## config.mk

```make
export PLATFORM = sky130hd
export DESIGN_NAME = text_console_writer
export DESIGN_NICKNAME = d
export VERILOG_FILES = /design/src/rtl/text_console_pkg.sv /design/src/rtl/text_console_writer_cursor.sv /design/src/rtl/text_console_writer.sv
export SDC_FILE = /design/constraint.sdc
export NUM_CORES = 1
export LEC_CHECK = 0
export CAP_MARGIN = 15
export CORE_MARGIN = 10
export CORE_UTILIZATION = 35
export CTS_CLUSTER_DIAMETER = 80
export DETAILED_ROUTE_END_ITERATION = 10
export PLACE_DENSITY = 0.58
export SYNTH_ARGS = -nofsm -noshare
export SYNTH_HDL_FRONTEND = slang
export SYNTH_SLANG_ARGS = --single-unit
```

## constraint.sdc

```tcl
create_clock -name sys_clk -period 5.9 [get_ports sys_clk]
set_clock_uncertainty 0.2 [all_clocks]
set_input_delay 0.59 -clock sys_clk [delete_from_list [all_inputs] [get_ports sys_clk]]
set_output_delay 0.59 -clock sys_clk [all_outputs]
set_load 0.02 [all_outputs]
```

## src/rtl/text_console_pkg.sv

```systemverilog
// Shared definitions for the text console writer: geometry defaults,
// cell bit positions, control codes, FSM states and cursor operations.
// Build option: TEXT_CONSOLE_SCROLL_EN enables scrolling on last-row newline.
package text_console_pkg;

    localparam int DEFAULT_COLS = 40;
    localparam int DEFAULT_ROWS = 30;
    localparam int ADDR_W       = 11;

    // Cell word bit positions, shared with the video driver
    localparam int CURSOR    = 14;
    localparam int BLINK     = 13;
    localparam int INVERTED  = 12;
    localparam int RED       = 11;
    localparam int GREEN     = 10;
    localparam int BLUE      = 9;
    localparam int INTENSITY = 8;

    // Control codes handled by the writer
    localparam logic [7:0] CH_BS = 8'h08;
    localparam logic [7:0] CH_LF = 8'h0A;
    localparam logic [7:0] CH_FF = 8'h0C;
    localparam logic [7:0] CH_CR = 8'h0D;

    // Attribute used by the power-up clear: white, normal intensity
    localparam logic [5:0] INIT_ATTR = 6'b0_0_111_0;

    typedef enum logic [3:0] {
        INIT_CLR,
        IDLE,
        DECODE,
        PUT,
        CUR_CLR_RD,
        CUR_CLR_WR,
`ifdef TEXT_CONSOLE_SCROLL_EN
        SCR_RD,
        SCR_WR,
`endif
        LINE_CLR,
        CUR_SET_RD,
        CUR_SET_WR
    } state_e;

    // What the latched byte asks for
    typedef enum logic [2:0] {
        OP_NONE,
        OP_PUT,
        OP_NL,
        OP_BS,
        OP_FF
    } op_e;

    // Cursor counter commands
    typedef enum logic [2:0] {
        CUR_HOLD,
        CUR_INC,
        CUR_DEC,
        CUR_NL,
        CUR_HOME
    } cur_op_e;

    // 0x20..0x7E and 0x80..0xFF are drawn as glyphs
    function automatic logic is_printable(input logic [7:0] b);
        return (b >= 8'h20) && (b != 8'h7F);
    endfunction

    // Classify a non-printable byte
    function automatic op_e decode_ctrl(input logic [7:0] b);
        case (b)
            CH_CR, CH_LF: return OP_NL;
            CH_BS:        return OP_BS;
            CH_FF:        return OP_FF;
            default:      return OP_NONE;
        endcase
    endfunction

endpackage

```

## src/rtl/text_console_writer_cursor.sv

```systemverilog
// console_cursor: row/col position counter with increment (wrapping into a
// newline), decrement, newline and home, plus the linear cell address.
// With TEXT_CONSOLE_SCROLL_EN a newline on the last row keeps the row
// (the caller scrolls); without it the row wraps to 0.
module console_cursor
    import text_console_pkg::*;
#(
    parameter int COLS = DEFAULT_COLS,
    parameter int ROWS = DEFAULT_ROWS,
    localparam int COL_W = $clog2(COLS),
    localparam int ROW_W = $clog2(ROWS)
) (
    input  logic              sys_clk,
    input  logic              reset,
    input  cur_op_e           op,
    output logic [ADDR_W-1:0] addr,
    output logic              col_last,
    output logic              row_last
);

    logic [ROW_W-1:0] row_q, row_d, next_row;
    logic [COL_W-1:0] col_q, col_d;

    assign col_last = (col_q == COL_W'(COLS - 1));
    assign row_last = (row_q == ROW_W'(ROWS - 1));
    assign addr     = ADDR_W'(row_q) * ADDR_W'(COLS) + ADDR_W'(col_q);

`ifdef TEXT_CONSOLE_SCROLL_EN
    assign next_row = row_last ? row_q : row_q + 1'b1;
`else
    assign next_row = row_last ? '0 : row_q + 1'b1;
`endif

    // Next position for the requested cursor command
    always_comb begin
        // NOTE: every signal assigned here gets a default first, so no path can infer a latch.
        row_d = row_q;
        col_d = col_q;
        case (op)
            CUR_INC: begin
                if (col_last) begin
                    col_d = '0;
                    row_d = next_row;
                end else begin
                    col_d = col_q + 1'b1;
                end
            end
            CUR_NL: begin
                col_d = '0;
                row_d = next_row;
            end
            CUR_DEC: begin
                if (col_q != '0) begin
                    col_d = col_q - 1'b1;
                end else if (row_q != '0) begin
                    row_d = row_q - 1'b1;
                    col_d = COL_W'(COLS - 1);
                end
            end
            CUR_HOME: begin
                row_d = '0;
                col_d = '0;
            end
            default: ;
        endcase
    end

    // Position register
    always_ff @(posedge sys_clk or posedge reset) begin
        // NOTE: clocked state uses non-blocking assignments so all flops update together.
        if (reset) begin
            row_q <= '0;
            col_q <= '0;
        end else begin
            row_q <= row_d;
            col_q <= col_d;
        end
    end

endmodule

```

## src/rtl/text_console_writer.sv

```systemverilog
// text_console_writer: byte-stream front end for the 40x30 text video
// driver. Renders bytes and control codes into video RAM and keeps the
// cursor bit (cell bit 14) on the current position.
// Build option: TEXT_CONSOLE_SCROLL_EN scrolls on a last-row newline;
// otherwise the cursor wraps to row 0 and row 0 is cleared.
module text_console_writer
    import text_console_pkg::*;
#(
    parameter int COLS = DEFAULT_COLS,
    parameter int ROWS = DEFAULT_ROWS
) (
    input  logic        sys_clk,
    input  logic        reset,
    input  logic        char_valid,
    input  logic [7:0]  char_data,
    output logic        char_ready,
    input  logic [5:0]  attr,
    output logic        mem_we,
    output logic [10:0] mem_addr,
    output logic [15:0] mem_wdata,
    input  logic [15:0] mem_rdata,
    output logic        busy
);

    localparam logic [ADDR_W-1:0] LAST_CELL = ADDR_W'(COLS * ROWS - 1);
    localparam logic [ADDR_W-1:0] COLS_A    = ADDR_W'(COLS);
`ifdef TEXT_CONSOLE_SCROLL_EN
    localparam logic [ADDR_W-1:0] LAST_ROW_BASE = ADDR_W'((ROWS - 1) * COLS);
`endif
    localparam logic [15:0] CURSOR_MASK = 16'(1) << CURSOR;

    state_e            state_q, state_d;
    op_e               op_q, op_d;
    logic [ADDR_W-1:0] idx_q, idx_d;
    logic [ADDR_W-1:0] end_q, end_d;
    logic [7:0]        byte_q, byte_d;
    logic [5:0]        attr_q, attr_d;

    cur_op_e           cur_op;
    logic [ADDR_W-1:0] cur_addr;
    logic              col_last, row_last;
    logic              start_wrap;

    console_cursor #(
        .COLS (COLS),
        .ROWS (ROWS)
    ) u_cursor (
        .sys_clk  (sys_clk),
        .reset    (reset),
        .op       (cur_op),
        .addr     (cur_addr),
        .col_last (col_last),
        .row_last (row_last)
    );

    assign busy = ~char_ready;

    // FSM next state, cursor commands and the single RAM access of this cycle
    always_comb begin
        state_d    = state_q;
        op_d       = op_q;
        idx_d      = idx_q;
        end_d      = end_q;
        byte_d     = byte_q;
        attr_d     = attr_q;
        cur_op     = CUR_HOLD;
        start_wrap = 1'b0;
        char_ready = 1'b0;
        mem_we     = 1'b0;
        mem_addr   = '0;
        mem_wdata  = '0;

        case (state_q)
            INIT_CLR: begin
                // Power-up repaint behaves like a form feed in white
                attr_d  = INIT_ATTR;
                op_d    = OP_FF;
                idx_d   = '0;
                end_d   = LAST_CELL;
                state_d = LINE_CLR;
            end
            IDLE: begin
                char_ready = 1'b1;
                if (char_valid) begin
                    byte_d = char_data;
                    attr_d = attr;
                    if (is_printable(char_data)) begin
                        op_d    = OP_PUT;
                        state_d = PUT;
                    end else begin
                        op_d    = decode_ctrl(char_data);
                        state_d = DECODE;
                    end
                end
            end
            DECODE: begin
                case (op_q)
                    OP_NL, OP_BS: state_d = CUR_CLR_RD;
                    OP_FF: begin
                        idx_d   = '0;
                        end_d   = LAST_CELL;
                        state_d = LINE_CLR;
                    end
                    default: state_d = IDLE;
                endcase
            end
            PUT: begin
                // Writing the glyph also drops the cursor bit from this cell
                mem_we    = 1'b1;
                mem_addr  = cur_addr;
                mem_wdata = {2'b00, attr_q, byte_q};
                cur_op    = CUR_INC;
                if (col_last && row_last) start_wrap = 1'b1;
                else                      state_d    = CUR_SET_RD;
            end
            CUR_CLR_RD: begin
                mem_addr = cur_addr;
                state_d  = CUR_CLR_WR;
            end
            CUR_CLR_WR: begin
                mem_we    = 1'b1;
                mem_addr  = cur_addr;
                mem_wdata = mem_rdata & ~CURSOR_MASK;
                if (op_q == OP_BS) begin
                    cur_op  = CUR_DEC;
                    state_d = CUR_SET_WR;
                end else begin
                    cur_op = CUR_NL;
                    if (row_last) start_wrap = 1'b1;
                    else          state_d    = CUR_SET_RD;
                end
            end
`ifdef TEXT_CONSOLE_SCROLL_EN
            SCR_RD: begin
                mem_addr = idx_q;
                state_d  = SCR_WR;
            end
            SCR_WR: begin
                // Each cell moves up one row; then the bottom row is blanked
                mem_we    = 1'b1;
                mem_addr  = idx_q - COLS_A;
                mem_wdata = mem_rdata;
                if (idx_q == LAST_CELL) begin
                    idx_d   = LAST_ROW_BASE;
                    end_d   = LAST_CELL;
                    state_d = LINE_CLR;
                end else begin
                    idx_d   = idx_q + 1'b1;
                    state_d = SCR_RD;
                end
            end
`endif
            LINE_CLR: begin
                mem_we    = 1'b1;
                mem_addr  = idx_q;
                mem_wdata = {2'b00, attr_q, 8'h00};
                if (idx_q == end_q) begin
                    if (op_q == OP_FF) begin
                        cur_op  = CUR_HOME;
                        state_d = CUR_SET_WR;
                    end else begin
                        state_d = CUR_SET_RD;
                    end
                end else begin
                    idx_d = idx_q + 1'b1;
                end
            end
            CUR_SET_RD: begin
                mem_addr = cur_addr;
                state_d  = CUR_SET_WR;
            end
            CUR_SET_WR: begin
                // Backspace and form feed overwrite the cell; others keep its content
                mem_we   = 1'b1;
                mem_addr = cur_addr;
                if (op_q == OP_BS || op_q == OP_FF) mem_wdata = {2'b01, attr_q, 8'h00};
                else                                mem_wdata = mem_rdata | CURSOR_MASK;
                state_d  = IDLE;
            end
            default: state_d = INIT_CLR;
        endcase

        // Newline on the last row: scroll up, or wrap to row 0 and blank it
        if (start_wrap) begin
`ifdef TEXT_CONSOLE_SCROLL_EN
            idx_d   = COLS_A;
            state_d = SCR_RD;
`else
            idx_d   = '0;
            end_d   = COLS_A - 1'b1;
            state_d = LINE_CLR;
`endif
        end
    end

    // FSM and datapath registers
    always_ff @(posedge sys_clk or posedge reset) begin
        if (reset) begin
            state_q <= INIT_CLR;
            op_q    <= OP_NONE;
            idx_q   <= '0;
            end_q   <= '0;
            byte_q  <= '0;
            attr_q  <= '0;
        end else begin
            state_q <= state_d;
            op_q    <= op_d;
            idx_q   <= idx_d;
            end_q   <= end_d;
            byte_q  <= byte_d;
            attr_q  <= attr_d;
        end
    end

endmodule

```

==> Yosys cells after proc, flatten, opt, wreduce, memory -nomap -nowiden <==
Index checks and enable logic that the tools add are counted.
{ "totals": {"memories": 0, "latch_bits": 0, "out_inout_bits": 30, "wordCells": 119, "input_bits": 33, "regBits": 54, "ram_bits": 0, "romBits": 0} }
{ "op_classes": {"n_div": 0, "multipliers": 1, "order_cmp": 1, "bitwise_logic": 1, "eq_ne": 34, "n_reduce_logical": 23, "n_addsub": 6, "n_mux": 45, "n_shift": 0} }
{ "op_table": {"columns": ["cell", "count"], "rows": [
  ["$pmux W16 S4", 1],
  ["$mux W11", 5],
  ["$pmux W11 S2", 2],
  ["$pmux W4 S9", 1],
  ["$pmux W11 S3", 1],
  ["$eq A8 B4 Y1 const B", 4],
  ["$mux W4", 7],
  ["$mux W6", 4],
  ["$mux W5", 4],
  ["$pmux W5 S4", 1],
  ["$pmux W3 S3", 2],
  ["$pmux W6 S3", 1],
  ["$eq A4 B3 Y1 const B", 4],
  ["$mux W16", 1],
  ["$ne A3 B3 Y1 const B", 5],
  ["$eq A3 B2 Y1 const B", 4],
  ["$mux W3", 4],
  ["$pmux W3 S2", 2],
  ["$pmux W6 S2", 1],
  ["$add A11 B1 Y11 const B", 1],
  ["$add A11 B6 Y11", 1],
  ["$eq A11 B11 Y1", 1],
  ["$eq A4 B2 Y1 const B", 2],
  ["$ge A8 B6 Y1 const B", 1],
  ["33 further kinds", 51]
]} }

==> Longest topological paths before layout <==
{ "logic_depth": {"ltp_word": 8, "ltp_mapped": 9, "mapped_depth_nobuf": 8} }

==> Cells and area by module <==
A second synthesis with hierarchy kept.
{ "unflattened": {"cells_unflattened": 425, "area_unflattened_um2": 3677.3} }
{ "by_module_without_submodules": {"columns": ["mod", "n_inst", "area_per_inst_um2", "seq_area_each_um2", "cells_each"], "rows": [
  ["text_console_writer", 1, 2234.6, 850.8, 257],
  ["console_cursor", 1, 1442.6, 275.3, 168]
]} }

==> Worst setup path before layout <==
OpenSTA, ideal clock, no wires.
{ "synth_path": {"path_type": "reg-to-output", "start": "register u_cursor.row_q[1]", "end": "output port mem_addr[10]", "arrival_time_ns": 2.237, "stages_incl_launch_ff": 9, "n_path_buf": 0, "slack_ns": 2.873, "required_ns": 5.110, "cell_sequence": "dfrtp_1 > ha_1 > ha_1 > inv_1 > fa_1 > nor3b_1 > nand4_1 > nand3_1 > a22o_1"} }
{ "synth_via": {"elab_chain_len": 3} }
{ "synth_lines": {"columns": ["element", "line", "source"], "rows": [
  ["start: declaration", "text_console_writer_cursor.sv:21", "logic [ROW_W-1:0] row_q, row_d, next_row;"],
  ["start signal: assignment", "text_console_writer_cursor.sv:75", "row_q <= row_d;"],
  ["$mul A5 B3 Y8", "text_console_writer_cursor.sv:26", "assign addr = ADDR_W'(row_q) * ADDR_W'(COLS) + ADDR_W'(col_q);"],
  ["$add A11 B6 Y11", "text_console_writer_cursor.sv:26", null],
  ["$pmux W11 S2", "text_console_writer.sv:73", "case (state_q)"],
  ["end: declaration", "text_console_writer.sv:19", "output logic [10:0] mem_addr,"]
]} }
Every way passes these cells.

==> Worst setup path after layout <==
Ends and elaborated chain as after synthesis.

==> results.md <==
Outcome:
- The flow ran to the end, and the final reports show no timing, DRC or antenna violations.

Drt:
- The total iterations of the first detailed-routing run is 4.
- The number of design rule violations left after detail routing is 0.
- Using the TritonRoute via totals, the vias-per-cell ratio works out to 5.334.
- The count of nets left with antenna violations once routing finished came out at 0.
- The via count is 3126.
- The first routing iteration left 139 violations.
- The routed design has between 9000 and 10000 µm of wire.
- Dividing the detail-routed wire length by the instance count gives 15.73 µm.

Critical path:
- The required time of the critical path is a little over 5 ns.
- The critical path class is register to primary output.
- The cell seen most often among critical-path stages is sky130_fd_sc_hd__ha_1.
- The kind of cell adding the most delay to the critical path is adder cells.
- Of all nets on the critical path, the largest fanout is 7.
- The sort of element at the end of the critical path is a primary output.
- The signal on the critical path passes through ha_1, ha_1, inv_1, fa_1, nor3b_1, nand4_1, nand3_1, a22o_1, clkdlybuf4s50_1.
- In this design, the stage delay of the slowest critical-path cell is 0.60 ns.
- The category of the worst setup path launch point is a register.
- The arrival time of the worst setup path is 3.29 ns.
- The cell with the largest stage delay on the worst path is sky130_fd_sc_hd__clkdlybuf4s50_1.
- The number of buffers and inverters on the critical path is 2.

Synth:
- The number of nets in the synthesized netlist is 454.
- After technology mapping, the gate count stands at 402.
- Among all flip-flop cells after synthesis, the most frequent one is sky130_fd_sc_hd__dfrtp_1.
- The flip-flop and latch count after synthesis is 45.
- The warning count from the yosys run is 0.
- In this run the mean area of a mapped cell was 8.541 µm².
- The synthesized netlist contains 63 unique library cells.
- Summing every instance area after synthesis gives between 3000 and 4000 µm².
- The share of flip-flops with an asynchronous set or reset is 100.0%.
- Yosys mapped a number of flops with a built-in enable equal to 0.
- Of the synthesized area, sequential elements account for 32.80%.

STA:
- The headroom to the max-slew limit is roughly 27%.
- The minimum clock period is 4.084 ns.
- In the finished design, the share of the clock period the worst path needs comes to between 60 and 70%.
- Setup repair after global routing left no endpoint under its margin.
- Final hold analysis gives a worst-case slack of about 0.29 ns.
- For this run, the top clock speed supported by timing is 0.2449 GHz.
- The number of max-slew violations in the final report is 0.
- The total negative setup slack is 0 ns.
- Setup violations remaining at the end of the flow were counted as 0.
- The number of hold violations in the final report was 0.
- The pin slew with the least headroom to its limit is roughly 1.1 ns.

Floorplan:
- The total die area is 14170 µm².
- The floorplan step set the die width to about 120 µm.
- The placement row count is 36.
- In this run the vertical extent of the chip is 119.0 µm.
- Once the floorplan was initialized, standard cells occupied 35.45% of the core.
- The area of the placeable core is approximately 9700 µm².
- The number of top-level design ports is 63.

Cells and area:
- From synthesis to final layout, the design area changed by 22.70%.
- The post-route netlist has about 6.4% of its cells at a drive strength greater than 1.
- The final layout contains just over 500 nets.
- The register area is 1126 µm².
- 0 antenna diodes ended up in the layout.
- The combined area of the multi-input logic cells is 2130 µm².
- The total of fill cells in the finished design is 988.

Clock tree:
- The number of buffers added by the clock tree synthesis step is 5.
- The number of gates given a new drive strength after cts is 0.
- The longest clock path from root to sink contains 2 buffers.
- Buffers added to address setup during post-CTS repair amount to 0.
- Clock-pin slew was measured on the worst setup and hold paths at 0.09 ns.
- The CTS tree is built.
- The clock drives 45 sinks.
- CTS built an H-tree with a depth of 2.
- The tree is rooted in a sky130_fd_sc_hd__clkbuf_8.
- The clock reaches the later pin of the worst-skew pair after 0.30 ns.
- The cts-stage hold buffer count is 0.

Hold path:
- The tightest min-delay check is of the register to register type.

Placement:
- The number of input and output port buffers inserted is 61.
- The total half-perimeter wirelength after legalization and detailed placement is 6963 µm.
- The weighted congestion reported at the end of routability-driven placement is between 0.8 and 0.9.

Power and ir drop:
- The power density relative to cell area is 435.3 nW/µm².
- IR analysis of the VDD net gives a maximum drop of ~0.26 mV.
- Summed over all cells, the static leakage comes to 1.736 nW.

Global route:
- After global routing the overflow that remains totals 0.
- The initial antenna violation count is 0.
- The global-route wire length before repair is approximately 16000 µm.
- Global routing used 12.99% of the available tracks across all layers.
- The number of global-route vias before repair is 3243.
- Entering global routing, the biggest net connects 46 pins.

Run:
- Across the run, the number of max-cap violations was 0.
## where the power goes
part	switching, mW	internal [mW]
registers	0.166	0.401
clock network	0.109	0.0819
logic	0.595	0.481
## worst min-delay path, delay by kind of cell (launching register included)
family	cells	cell delay [ns]
and+or+nand+nor	2	0.10
DFF	1	0.36
## logic make-up (layout without fill, tap and decap cells)
kind of cell	Yosys count	in the layout	synth area share (%)
simple gates	157	157	23.69
compound gates	119	119	25.36
fa+ha+maj	19	19	7.361
flops	45	45	32.80
xor+xnor	18	18	4.592
buf+inv	41	92	5.321
mux	3	3	0.8747
## layer usage
layer | wire length (µm) | share of wire [%] | vias up | global-route usage, %
met5 | 0 | 0 | - | 0
met4 | 9 | 0.098 | 0 | 1.985
met3 | 708 | 7.7 | 2 | 4.960
met2 | 4085 | 44 | 77 | 20.54
met1 | 4412 | 48 | 1472 | 16.73
li1 | - | - | 1575 | -
## layout by cell type, fill, tap and decap left out, drive strengths merged, types with 3 or more instances in the layout
cell type,Yosys,layout
nand4,10,10
xor2,10,10
xnor2,8,8
clkbuf,10,5
a21o,4,4
a211oi,4,4
nor2b,3,3
o21ai,24,24
or3,5,5
o22a,4,4
o31ai,5,5
mux2i,3,3
inv,21,20
nor4,4,4
ha,17,17
a22o,29,29
o22ai,7,7
nor3b,3,3
a32oi,3,3
dfrtp,45,45
a21oi,25,25
nand3,12,12
and2,3,3
clkinv,0,3
or4,3,3
nor3,14,14
nand2,49,49
clkdlybuf4s50,0,61
nor2,34,34
## sequential cells by signal (all words and copies together), names as in the netlist
name,cells
attr_q,6
byte_q,8
end_q,2
idx_q,11
op_q,3
state_q,4
u_cursor.col_q,6
u_cursor.row_q,5
## per-stage QoR
step	cell area (µm²)	std cells	worst slack, ns	util, %	power [mW]
final	4213	586	1.816	43.50	1.834
after global routing	4213	586	1.576	43.50	2.009
after CTS	4213	586	1.765	43.50	1.857
after detailed placement	4126	578	2.112	42.61	1.653
after global placement	4126	578	2.150	42.61	1.636
after floorplan	3433	402	2.873	-	1.292
## final cells by class
cell class | instances | area share [%]
flip-flops and latches | 45 | 26.73
clock buffers | 5 | 1.634
multi-input cells | 316 | 50.55
repair buffers | 63 | 14.85
clock inverters | 3 | 0.4158
inverters | 21 | 1.871
well taps | 133 | 3.950
## cell usage after synthesis, drive strengths merged (2+ instances only)
master  instances  area, µm²
nor4b           2      17.52
a211oi          4      35.03
nand2b          2      12.51
xor2           10      87.58
dfrtp          45       1126
nand2          49      183.9
o211ai          2      15.01
o21bai          2      15.01
ha             17      212.7
nand3          12      60.06
and4bb          2      25.02
o22ai           7      57.56
or2             2      12.51
a32oi           3      26.28
xnor2           8      70.07
nor2           34      130.1
and2            3      18.77
nand3b          2      15.01
a21oi          25      128.9
o22a            4      35.03
inv            21      78.83
o31ai           5      47.54
nor2b           3      18.77
mux2i           3      30.03
nor3b           3      32.53
or3             5      31.28
nor4            4      31.28
nor3           14      70.07
a21o            4      30.03
clkbuf         10      37.54
a22o           29      254.0
a31oi           2      12.51
nand4          10      62.56
or4             3      26.27
fa              2      40.04
buf            10      66.31
o21ai          24      120.1
or4b            2      20.02
## path summary, 6_finish.rpt
path                                               to  cells after the start  slack [ns]                           from
worst max-delay path                     mem_addr[10]                      9        1.82  u_cursor.row_q[1]$_DFFE_PP0P_
worst min-delay path            byte_q[4]$_DFFE_PP0P_                      2        0.29          byte_q[4]$_DFFE_PP0P_
worst max register to register   idx_q[2]$_DFFE_PP0P_                      6        2.99         state_q[2]$_DFFE_PP0P_
worst min register to register  byte_q[4]$_DFFE_PP0P_                      2        0.29          byte_q[4]$_DFFE_PP0P_
max in group asynchronous        end_q[7]$_DFFE_PP0P_                      3        4.55                          reset
min in group asynchronous       byte_q[5]$_DFFE_PP0P_                      3        0.54                          reset
Power figures use the tool's default switching activity.
